### src/rtl/rob_pkg.sv
`default_nettype none
// ============================================================================
// Module   : rob_pkg
// Purpose  : Shared types for the reorder buffer. Commit-director codes,
//            ROB control states and the per-slot status record.
// Revision : 1.0 - initial release
// ============================================================================
package rob_pkg;

  // Commit director carried by each booking; codes 2/3 are reserved.
  typedef enum logic [1:0] {
    DIREC_NORMAL      = 2'd0,
    DIREC_FLUSH_AFTER = 2'd1
  } commit_direc_e;

  // ROB control state.
  typedef enum logic {
    ST_RUN   = 1'b0,
    ST_FLUSH = 1'b1
  } rob_state_e;

  // Per-slot status. The register payload (areg/preg) sits in separate
  // arrays so its width can follow the module parameters.
  typedef struct packed {
    logic          busy;
    logic          done;
    logic          exc;
    logic          wr;
    commit_direc_e direc;
  } rob_entry_t;

  // Map the raw 2-bit director code; reserved codes behave as NORMAL.
  function automatic commit_direc_e decode_direc(input logic [1:0] code);
    return (code == 2'd1) ? DIREC_FLUSH_AFTER : DIREC_NORMAL;
  endfunction

endpackage
`default_nettype wire

### src/rtl/rob_queue_ptr.sv
`default_nettype none
// ============================================================================
// Module   : rob_ptr
// Purpose  : Circular ROB pointer with a wrap bit above the slot index.
//            Supports increment and a synchronous clear to zero.
// Revision : 1.0 - initial release
// ============================================================================
module rob_ptr
  import rob_pkg::*;
#(
  parameter int W = 3
) (
  input  logic         clk,
  input  logic         rst,
  input  logic         i_inc,
  input  logic         i_clr,
  output logic [W:0]   o_ptr
);

  localparam logic [W:0] c_ONE = {{W{1'b0}}, 1'b1};

  logic [W:0] r_ptr;

  // Pointer register: clear has priority, otherwise wrap naturally at 2*2^W.
  always_ff @(posedge clk or posedge rst) begin
    if (rst) begin
      r_ptr <= '0;
    end else if (i_clr) begin
      r_ptr <= '0;
    end else if (i_inc) begin
      r_ptr <= r_ptr + c_ONE;
    end
  end

  assign o_ptr = r_ptr;

endmodule
`default_nettype wire

### src/rtl/rob_queue.sv
`default_nettype none
// ============================================================================
// Module   : rob_queue
// Purpose  : In-order reorder buffer. Books one entry per cycle, marks
//            entries done from completion broadcasts, retires one entry per
//            cycle in program order and raises a one-cycle flush on an
//            exception or after a FLUSH_AFTER entry retires.
// Revision : 1.0 - initial release
// ============================================================================
module rob_queue
  import rob_pkg::*;
#(
  parameter int ENTRIES = 8,
  parameter int AREG_W  = 5,
  parameter int PREG_W  = 6
) (
  input  logic                        clk,
  input  logic                        rst,
  input  logic                        i_alloc_valid,
  output logic                        o_alloc_ready,
  input  logic                        i_alloc_wr,
  input  logic [AREG_W-1:0]           i_alloc_areg,
  input  logic [PREG_W-1:0]           i_alloc_preg,
  input  logic [1:0]                  i_alloc_direc,
  output logic [$clog2(ENTRIES)-1:0]  o_alloc_tag,
  input  logic                        i_cpl_valid,
  input  logic [$clog2(ENTRIES)-1:0]  i_cpl_tag,
  input  logic                        i_cpl_exc,
  output logic                        o_commit_valid,
  output logic                        o_commit_wr,
  output logic [AREG_W-1:0]           o_commit_areg,
  output logic [PREG_W-1:0]           o_commit_preg,
  output logic                        o_flush,
  output logic                        o_empty,
  output logic                        o_full
);

  localparam int TAG_W = $clog2(ENTRIES);

  rob_entry_t        r_slot [ENTRIES];
  logic [AREG_W-1:0] r_areg [ENTRIES];
  logic [PREG_W-1:0] r_preg [ENTRIES];

  rob_state_e        r_state;
  rob_state_e        w_state_nxt;
  logic              r_pend;          // FLUSH_AFTER retired; flush next cycle

  logic              r_commit_valid;
  logic              r_commit_wr;
  logic [AREG_W-1:0] r_commit_areg;
  logic [PREG_W-1:0] r_commit_preg;

  logic [TAG_W:0]    w_head;
  logic [TAG_W:0]    w_tail;
  logic [TAG_W-1:0]  w_hidx;
  logic [TAG_W-1:0]  w_tidx;
  rob_entry_t        w_hslot;
  logic              w_full;
  logic              w_run;
  logic              w_alloc;
  logic              w_clr;
  logic              w_cpl_hit;
  logic              w_cpl_head;
  logic              w_h_done;
  logic              w_h_exc;
  logic              w_commit;
  logic              w_except;

  rob_ptr #(.W(TAG_W)) u_head (
    .clk   (clk),
    .rst   (rst),
    .i_inc (w_commit),
    .i_clr (w_clr),
    .o_ptr (w_head)
  );

  rob_ptr #(.W(TAG_W)) u_tail (
    .clk   (clk),
    .rst   (rst),
    .i_inc (w_alloc),
    .i_clr (w_clr),
    .o_ptr (w_tail)
  );

  assign w_hidx  = w_head[TAG_W-1:0];
  assign w_tidx  = w_tail[TAG_W-1:0];
  assign w_hslot = r_slot[w_hidx];
  assign w_full  = (w_hidx == w_tidx) && (w_head[TAG_W] != w_tail[TAG_W]);
  assign w_clr   = (r_state == ST_FLUSH);

  // Bookings and retirement are only live in RUN with no flush pending.
  assign w_run   = (r_state == ST_RUN) && !r_pend;
  assign w_alloc = i_alloc_valid && o_alloc_ready;

  // A completion landing on the head this cycle is forwarded so the head
  // can retire on the very next cycle. If the head is already done, its
  // stored status wins and the late completion is ignored.
  assign w_cpl_hit  = i_cpl_valid && (r_state == ST_RUN) && r_slot[i_cpl_tag].busy;
  assign w_cpl_head = w_cpl_hit && (i_cpl_tag == w_hidx);
  assign w_h_done   = w_hslot.done || w_cpl_head;
  assign w_h_exc    = w_hslot.done ? w_hslot.exc : i_cpl_exc;
  assign w_commit   = w_run && w_hslot.busy && w_h_done && !w_h_exc;
  assign w_except   = w_run && w_hslot.busy && w_h_done && w_h_exc;

  // State register.
  always_ff @(posedge clk or posedge rst) begin
    if (rst) begin
      r_state <= ST_RUN;
    end else begin
      r_state <= w_state_nxt;
    end
  end

  // Next state: an exception or a pending FLUSH_AFTER enters FLUSH for one cycle.
  always_comb begin
    w_state_nxt = r_state;
    case (r_state)
      ST_RUN:   if (w_except || r_pend) w_state_nxt = ST_FLUSH;
      ST_FLUSH: w_state_nxt = ST_RUN;
      default:  w_state_nxt = ST_RUN;
    endcase
  end

  // Remember that a FLUSH_AFTER entry just retired; its flush follows one cycle later.
  always_ff @(posedge clk or posedge rst) begin
    if (rst) begin
      r_pend <= 1'b0;
    end else if (w_clr) begin
      r_pend <= 1'b0;
    end else begin
      r_pend <= w_commit && (w_hslot.direc == DIREC_FLUSH_AFTER);
    end
  end

  // Slot status: flush wipes everything; otherwise complete, retire, book.
  always_ff @(posedge clk or posedge rst) begin
    if (rst) begin
      for (int i = 0; i < ENTRIES; i++) r_slot[i] <= '0;
    end else if (w_clr) begin
      for (int i = 0; i < ENTRIES; i++) r_slot[i] <= '0;
    end else begin
      if (w_cpl_hit) begin
        r_slot[i_cpl_tag].done <= 1'b1;
        r_slot[i_cpl_tag].exc  <= i_cpl_exc;
      end
      if (w_commit) begin
        r_slot[w_hidx].busy <= 1'b0;
      end
      if (w_alloc) begin
        r_slot[w_tidx] <= '{busy: 1'b1, done: 1'b0, exc: 1'b0,
                           wr: i_alloc_wr, direc: decode_direc(i_alloc_direc)};
      end
    end
  end

  // Register payload; only meaningful while the slot is busy, so no reset.
  always_ff @(posedge clk) begin
    if (w_alloc) begin
      r_areg[w_tidx] <= i_alloc_areg;
      r_preg[w_tidx] <= i_alloc_preg;
    end
  end

  // Registered retirement broadcast; fields are zero when nothing retires.
  always_ff @(posedge clk or posedge rst) begin
    if (rst) begin
      r_commit_valid <= 1'b0;
      r_commit_wr    <= 1'b0;
      r_commit_areg  <= '0;
      r_commit_preg  <= '0;
    end else begin
      r_commit_valid <= w_commit;
      r_commit_wr    <= w_commit && w_hslot.wr;
      r_commit_areg  <= w_commit ? r_areg[w_hidx] : '0;
      r_commit_preg  <= w_commit ? r_preg[w_hidx] : '0;
    end
  end

  assign o_alloc_ready  = w_run && !w_full;
  assign o_alloc_tag    = w_tidx;
  assign o_empty        = (w_head == w_tail);
  assign o_full         = w_full;
  assign o_flush        = (r_state == ST_FLUSH);
  assign o_commit_valid = r_commit_valid;
  assign o_commit_wr    = r_commit_wr;
  assign o_commit_areg  = r_commit_areg;
  assign o_commit_preg  = r_commit_preg;

endmodule
`default_nettype wire
### config.mk
export PLATFORM = sky130hd
export DESIGN_NAME = rob_queue
export DESIGN_NICKNAME = d
export VERILOG_FILES = /design/src/rtl/rob_pkg.sv /design/src/rtl/rob_queue_ptr.sv /design/src/rtl/rob_queue.sv
export SDC_FILE = /design/constraint.sdc
export NUM_CORES = 1
export LEC_CHECK = 0
export ABC_AREA = 1
export CAP_MARGIN = 20
export CORE_ASPECT_RATIO = 1.4
export CORE_MARGIN = 1
export CORE_UTILIZATION = 60
export DETAILED_ROUTE_END_ITERATION = 8
export PLACE_DENSITY = 0.81
export REMOVE_ABC_BUFFERS = 1
export SYNTH_ARGS = -nofsm -noshare
export SYNTH_HDL_FRONTEND = slang
export SYNTH_SLANG_ARGS = --single-unit
### constraint.sdc
create_clock -name clk -period 3.3 [get_ports clk]
set_input_delay 0.66 -clock clk [delete_from_list [all_inputs] [get_ports clk]]
set_output_delay 0.66 -clock clk [all_outputs]
set_load 0.01 [all_outputs]
== After elaboration in Yosys (flattened, before gate mapping) ==
Memory sizes are Yosys's and may differ from the RTL's.
Cells that the tools add are included.

* Register bits: 71
* RAM bits: 88
* Bits of input ports: 22
* Output and inout port bits: 20
* Word-level logic and storage cells: 128
* Memories kept: 2

* Add/subtract/negate cells: 2
* $lt $le $gt $ge: 6
* Equal/unequal tests: 6
* Multiplexer cells: 37
* Bitwise gates (word level): 4
* Reduce and logical (&&, ||, !) cells: 23

{| class="wikitable"
|+ Memories
! name !! depth !! bits a word !! read ports !! clocked after Yosys merged registers in !! write ports !! RTL line !! text
|-
| r_preg || 8 || 6 || 1 || 0 || 1 || rob_queue.sv:42 || <nowiki>logic [PREG_W-1:0] r_preg [ENTRIES];</nowiki>
|-
| r_areg || 8 || 5 || 1 || 0 || 1 || rob_queue.sv:41 || <nowiki>logic [AREG_W-1:0] r_areg [ENTRIES];</nowiki>
|}

{| class="wikitable"
|+ Operators by type and width
! kind !! number
|-
| $mux W48 || 6
|-
| $bwmux W48 || 4
|-
| $demux W6 S3 || 4
|-
| $mux W6 || 7
|-
| $bmux W6 S3 || 2
|-
| $mux W4 || 5
|-
| $logic_and A1 B1 Y1 || 16
|-
| $ge A4 B4 Y1 const B || 3
|-
| $lt A4 B1 Y1 const B || 3
|-
| $not A3 Y4 || 3
|-
| $mux W5 || 2
|-
| $add A4 B1 Y4 const B || 2
|-
| $eq A3 B3 Y1 || 2
|-
| $mux W1 || 6
|-
| $eq A2 B1 Y1 const B || 2
|-
| $eq A4 B4 Y1 || 1
|-
| $reduce_bool A2 Y1 || 2
|-
| $logic_not A1 Y1 || 3
|-
| $logic_or A1 B1 Y1 || 2
|-
| $pmux W1 S2 || 1
|-
| $ne A1 B1 Y1 || 1
|-
| $not A1 Y1 || 1
|}

== Depth between registers and ports, before layout ==
* Depth after elaboration: 15
* Gate-level depth with buffers: 13

== By module ==
Synthesis repeated with hierarchy kept, for this count alone.

* Cells, all modules: 601
* Area total of the unflattened synthesis: 6426.2 µm²

{| class="wikitable"
|+ By module, submodules not included
! module !! times used !! cells an instance !! area an instance (µm²) !! seq. area each (µm²)
|-
| rob_queue || 1 || 553 || 6038.3 || 4018.9
|-
| rob_ptr || 2 || 24 || 193.9 || 100.1
|}

== Worst setup path after synthesis ==
No wires, ideal clock.

* Kind: register to register
* From: reg u_head.r_ptr[0], in the netlist u_head.o_ptr[0]
* To: mem r_areg[5][0] (enable)
* Setup time: 0.339 ns
* Data arrival time: 1.537 ns
* Slack: 1.424 ns
* Stages on the path, launching flop included: 13
* Path buffers: 2
* Clock period less this slack: 1.876 ns
* Cell sequence: dfrtp_1 -> buf_4 -> nand2_1 -> nand4_1 -> nor2_1 -> nand2_1 -> nand2_1 -> inv_2 -> nand2_1 -> inv_2 -> buf_6 -> nand2_2 -> inv_1

* Cells in the longest elaborated chain, start to end: 7

{| class="wikitable"
|+ Ends and longest elaborated chain
! what !! RTL line !! text
|-
| start, declared || rob_queue_ptr.sv:22 || <nowiki>logic [W:0] r_ptr;</nowiki>
|-
| start signal, assigned || rob_queue_ptr.sv:31 || <nowiki>r_ptr <= r_ptr + c_ONE;</nowiki>
|-
| $eq A3 B3 Y1 || rob_queue.sv:88 || <nowiki>assign w_full = (w_hidx == w_tidx) && (w_head[TAG_W] != w_tail[TAG_W]);</nowiki>
|-
| $logic_and A1 B1 Y1 || rob_queue.sv:88 ||
|-
| $logic_not A1 Y1 || rob_queue.sv:179 || <nowiki>assign o_alloc_ready = w_run && !w_full;</nowiki>
|-
| $logic_and A1 B1 Y1 || rob_queue.sv:179 ||
|-
| via o_alloc_ready || rob_queue.sv:20 || <nowiki>output logic o_alloc_ready,</nowiki>
|-
| $logic_and A1 B1 Y1 || rob_queue.sv:93 || <nowiki>assign w_alloc = i_alloc_valid && o_alloc_ready;</nowiki>
|-
| $mux W1 || rob_queue.sv:158 || <nowiki>if (w_alloc) begin</nowiki>
|-
| $mux W1 (implied by the code) || rob_queue.sv:159 || <nowiki>r_areg[w_tidx] <= i_alloc_areg;</nowiki>
|-
| end, declared || rob_queue.sv:41 ||
|}

The timed path passes the listed nets, and every way through them passes these cells.

== Final worst setup path ==
* From: reg u_head.r_ptr[2], in the netlist u_head.o_ptr[2]
* To: out o_alloc_ready

* Cells in the longest elaborated chain, start to end: 4

{| class="wikitable"
|+ Ends and longest elaborated chain
! what !! RTL line
|-
| $eq A3 B3 Y1 || rob_queue.sv:88
|-
| $logic_and A1 B1 Y1 || rob_queue.sv:88
|-
| $logic_not A1 Y1 || rob_queue.sv:179
|-
| $logic_and A1 B1 Y1 || rob_queue.sv:179
|-
| end, declared || rob_queue.sv:20
|}

No other way between the ends.

==> summary.txt <==
Synthesis
  – Cells after synthesis: 588
  – Distinct cells, synth: 37
  – Seq cells post-synth: 151
  – Sequential share of the synthesized area: 0.661
  – Mean post-synth cell area: 10.9 um^2
  – YS warnings: 0
  – Post-Syn Area: 0.00639 mm^2

Cells and area
  – Share of cells above drive strength 1: 0.106
  – Commonest non-fill, non-tap cell in the layout: nand2_1
  – Commonest non-fill, non-tap cells in the layout: nand2_1, edfxtp_1, dfrtp_1
  – Area Overhead vs Synth: 17.2%
  – Diodes inserted: 0
  – Nets: 660
  – Post-route cell area: 0.00748 mm^2

Critical path
  – Critical path class: reg -> out
  – Reg2reg start: u_head.o_ptr[2]
  – CP dominant cell by count: nand2_1
  – RR Endpoint: o_commit_areg[4]
  – Critical Path Slowest Stage Cell: dfrtp_1
  – Crit-path cells: xor2_1, nor2_1, nand2_1, nand2_1, inv_2, clkdlybuf4s50_1
  – Delay of the slowest cell on the worst path: 0.68 ns
  – Worst Path Required: 2.64 ns
  – WP data arrival: 2.11 ns
  – Critical path peak fanout: 12
  – Delay-heaviest family, CP: flip-flops
  – Stages on worst setup path: 6
  – CP Capture Type: primary output
  – R2r worst-path depth: 5
  – Buf/Inv on CP: 2
  – Reg2Reg Setup Slack: 0.79 ns
  – Critical path launch point type: flip-flop

STA
  – Final max-slew violation count: 0
  – Tightest Pin Transition: 0.807 ns
  – Fmax: 360 MHz
  – Hold Vio Cnt, Final: 0
  – Rel. slew slack: 0.462
  – Unrepaired setup endpoints after global routing: false
  – Final setup viols: 0
  – Period utilization: 0.841
  – Worst clock skew: 0.00783 ns
  – Setup_tns: 0 ns
  – Final WS setup: 0.526 ns
  – Tmin final: 2.77 ns

Worst hold path
  – WHS Endpoint: u_tail.o_ptr[3]
  – Hold Path Origin: u_tail.o_ptr[3]
  – Hold/Removal Path Class: reg -> reg
  – Hold Path Cell Cnt: 1

Die
  – Core Footprint: 0.0103 mm^2
  – Die Wd: 89.2 um
  – Initial core utilization: 0.617
  – I/O pin count: 42
  – Die area: 0.0111 mm^2
  – Core Rows: 44
  – Vert. Die Dim: 124 um

Clock network
  – CTS clock-pin slew for the worst setup and hold paths: 0.07 ns
  – Clock latency on the worst-skew pair: 0.42 ns
  – Postcts setup bufs: 0
  – TritonCTS clock tree: yes
  – Hold-fix buffer count after cts: 0
  – Bufs on Longest Clock Path: 2
  – PostCTS Resize Cnt: 0
  – Clock sinks: 151
  – Total CTS buffers: 17
  – Clk Tree Root Cell: clkbuf_16
  – # H-tree levels: 4

Placed design
  – DP Worst Slack: 0.476 ns
  – Dpl cell area: 0.00692 mm^2
  – Post-DP HPWL: 9610 um
  – Routability cong.: 0.852
  – I/O Buffers: 41

Pwr
  – Clk pwr share: 0.279
  – Power Density: 882 mW/mm^2
  – P_sw: 0.00238 W
  – Worst VDD drop: 0.498 mV
  – Sequential power share: 0.414
  – Power after layout: 0.00660 W
  – Pint: 0.00422 W
  – Sw Share: 0.361
  – Leakage power: 3.21 nW
  – Gate power share: 0.306

Global routing
  – Global-route wire length before repair: 23400 um
  – Gr ovfl total: 0
  – Initial antenna violation count: 0
  – Total GRT Usage: 0.299
  – Largest net degree at the start of global routing: 64
  – Number of global-route vias before repair: 4653

Route
  – First-pass DRT Iterations: 5
  – Via density: 6.02
  – DRC Markers: 0
  – ANT nets after route: 0
  – Iter 0 DRT Violations: 401
  – Drt total wl: 15000 um
  – WL/cell: 19.1 um
  – Via count: 4736

Status
  – Status: finished, final reports clean

Run
  – # Max-Cap Violations: 0
==> registers in the layout, indices dropped and copies added (netlist names) <==
register and count:
o_commit_wr 1, r_slot 40, u_tail.o_ptr 4, u_head.o_ptr 4, o_commit_areg 5, r_areg 40, r_pend 1, r_preg 48
o_commit_valid 1, o_flush 1, o_commit_preg 6
==> power groups by stage <==
| stage | clock [W] | combinational [W] | sequential, W |
|---|---|---|---|
| floorplan | 0 | 0.00126 | 0.00274 |
| global placement | 0 | 0.00193 | 0.00274 |
| detailed placement | 0 | 0.00199 | 0.00276 |
| CTS | 0.00185 | 0.00202 | 0.00273 |
| global route | 0.00193 | 0.00225 | 0.00278 |
| finish | 0.00184 | 0.00202 | 0.00274 |
==> worst reg2reg max path: cells and delay by family (launching register included) <==
kind / cells / cell delay [ns]
compound gates: 1 / 0.13
buf+inv: 1 / 0.32
simple gates: 3 / 1.26
flops: 1 / 0.68
==> metal layers <==
metal	GRT usage	share of wire	up-vias	routed length (um)
met5	0	0	-	0
met4	0.196	0.048	0	719
met3	0.0855	0.062	61	929
met2	0.482	0.51	224	7650
met1	0.347	0.38	2315	5700
li1	-	-	2136	-
==> worst max-delay path by stage <==
stage	from	to	slack, ns
after CTS	u_head.o_ptr[2]	o_alloc_ready	0.52
after global placement	i_cpl_tag[0]	u_head.o_ptr[1]	0.61
after global routing	u_head.o_ptr[2]	o_alloc_ready	0.42
after floorplan	u_head.o_ptr[0]	r_areg[7][0]	1.06
final	u_head.o_ptr[2]	o_alloc_ready	0.53
after detailed placement	i_cpl_tag[0]	u_head.o_ptr[2]	0.48
==> cell families (layout without fill, tap and decap cells) <==
| logic type | count (synthesis) | in the layout | share of synthesized area |
|---|---|---|---|
| xor gates and xnor gates | 5 | 5 | 0.00686 |
| buffers and inverters | 76 | 137 | 0.0517 |
| adders and majority gates | 2 | 2 | 0.00392 |
| AOI/OAI and AO/OA | 93 | 93 | 0.0925 |
| and+or+nand+nor | 261 | 261 | 0.184 |
| DFF | 151 | 151 | 0.661 |
==> metrics by stage <==
stage                     hold slack (ns)  instances  utilization
final                               0.495        787        0.723
after CTS                           0.494        787        0.723
after global placement              0.473        755        0.668
after global routing                0.531        787        0.723
after floorplan                     0.456        566            -
after detailed placement            0.486        755        0.668
==> cell type report <==
class | instances | area (um^2)
fill | 744 | 2870
sequential | 151 | 4220
timing repair buffer | 51 | 485
multi-input combinational | 361 | 1840
inverter | 54 | 203
clock buffer | 17 | 425
clock inverter | 15 | 143
tap | 138 | 173
==> synth_stat cells, drive strengths merged <==
master / count / area [um^2]
xnor2: 1 / 8.76
a221oi: 2 / 17.5
o21ai: 19 / 95.1
edfxtp: 88 / 2640
o221ai: 11 / 96.3
or2: 3 / 18.8
dfrtp: 63 / 1580
xor2: 4 / 35.0
a31oi: 1 / 12.5
o2111ai: 1 / 8.76
o21bai: 1 / 7.51
ha: 2 / 25.0
clkinv: 1 / 3.75
nand3: 27 / 148
a21oi: 24 / 120
nand2: 145 / 569
nand4: 11 / 68.8
a21boi: 1 / 18.8
nor4: 11 / 114
o22ai: 30 / 188
nor2: 61 / 244
o22a: 3 / 26.3
nor3: 3 / 15.0
inv: 53 / 199
buf: 18 / 113
clkbuf: 4 / 15.0
Note: power is estimated with default switching activity, not from simulation.
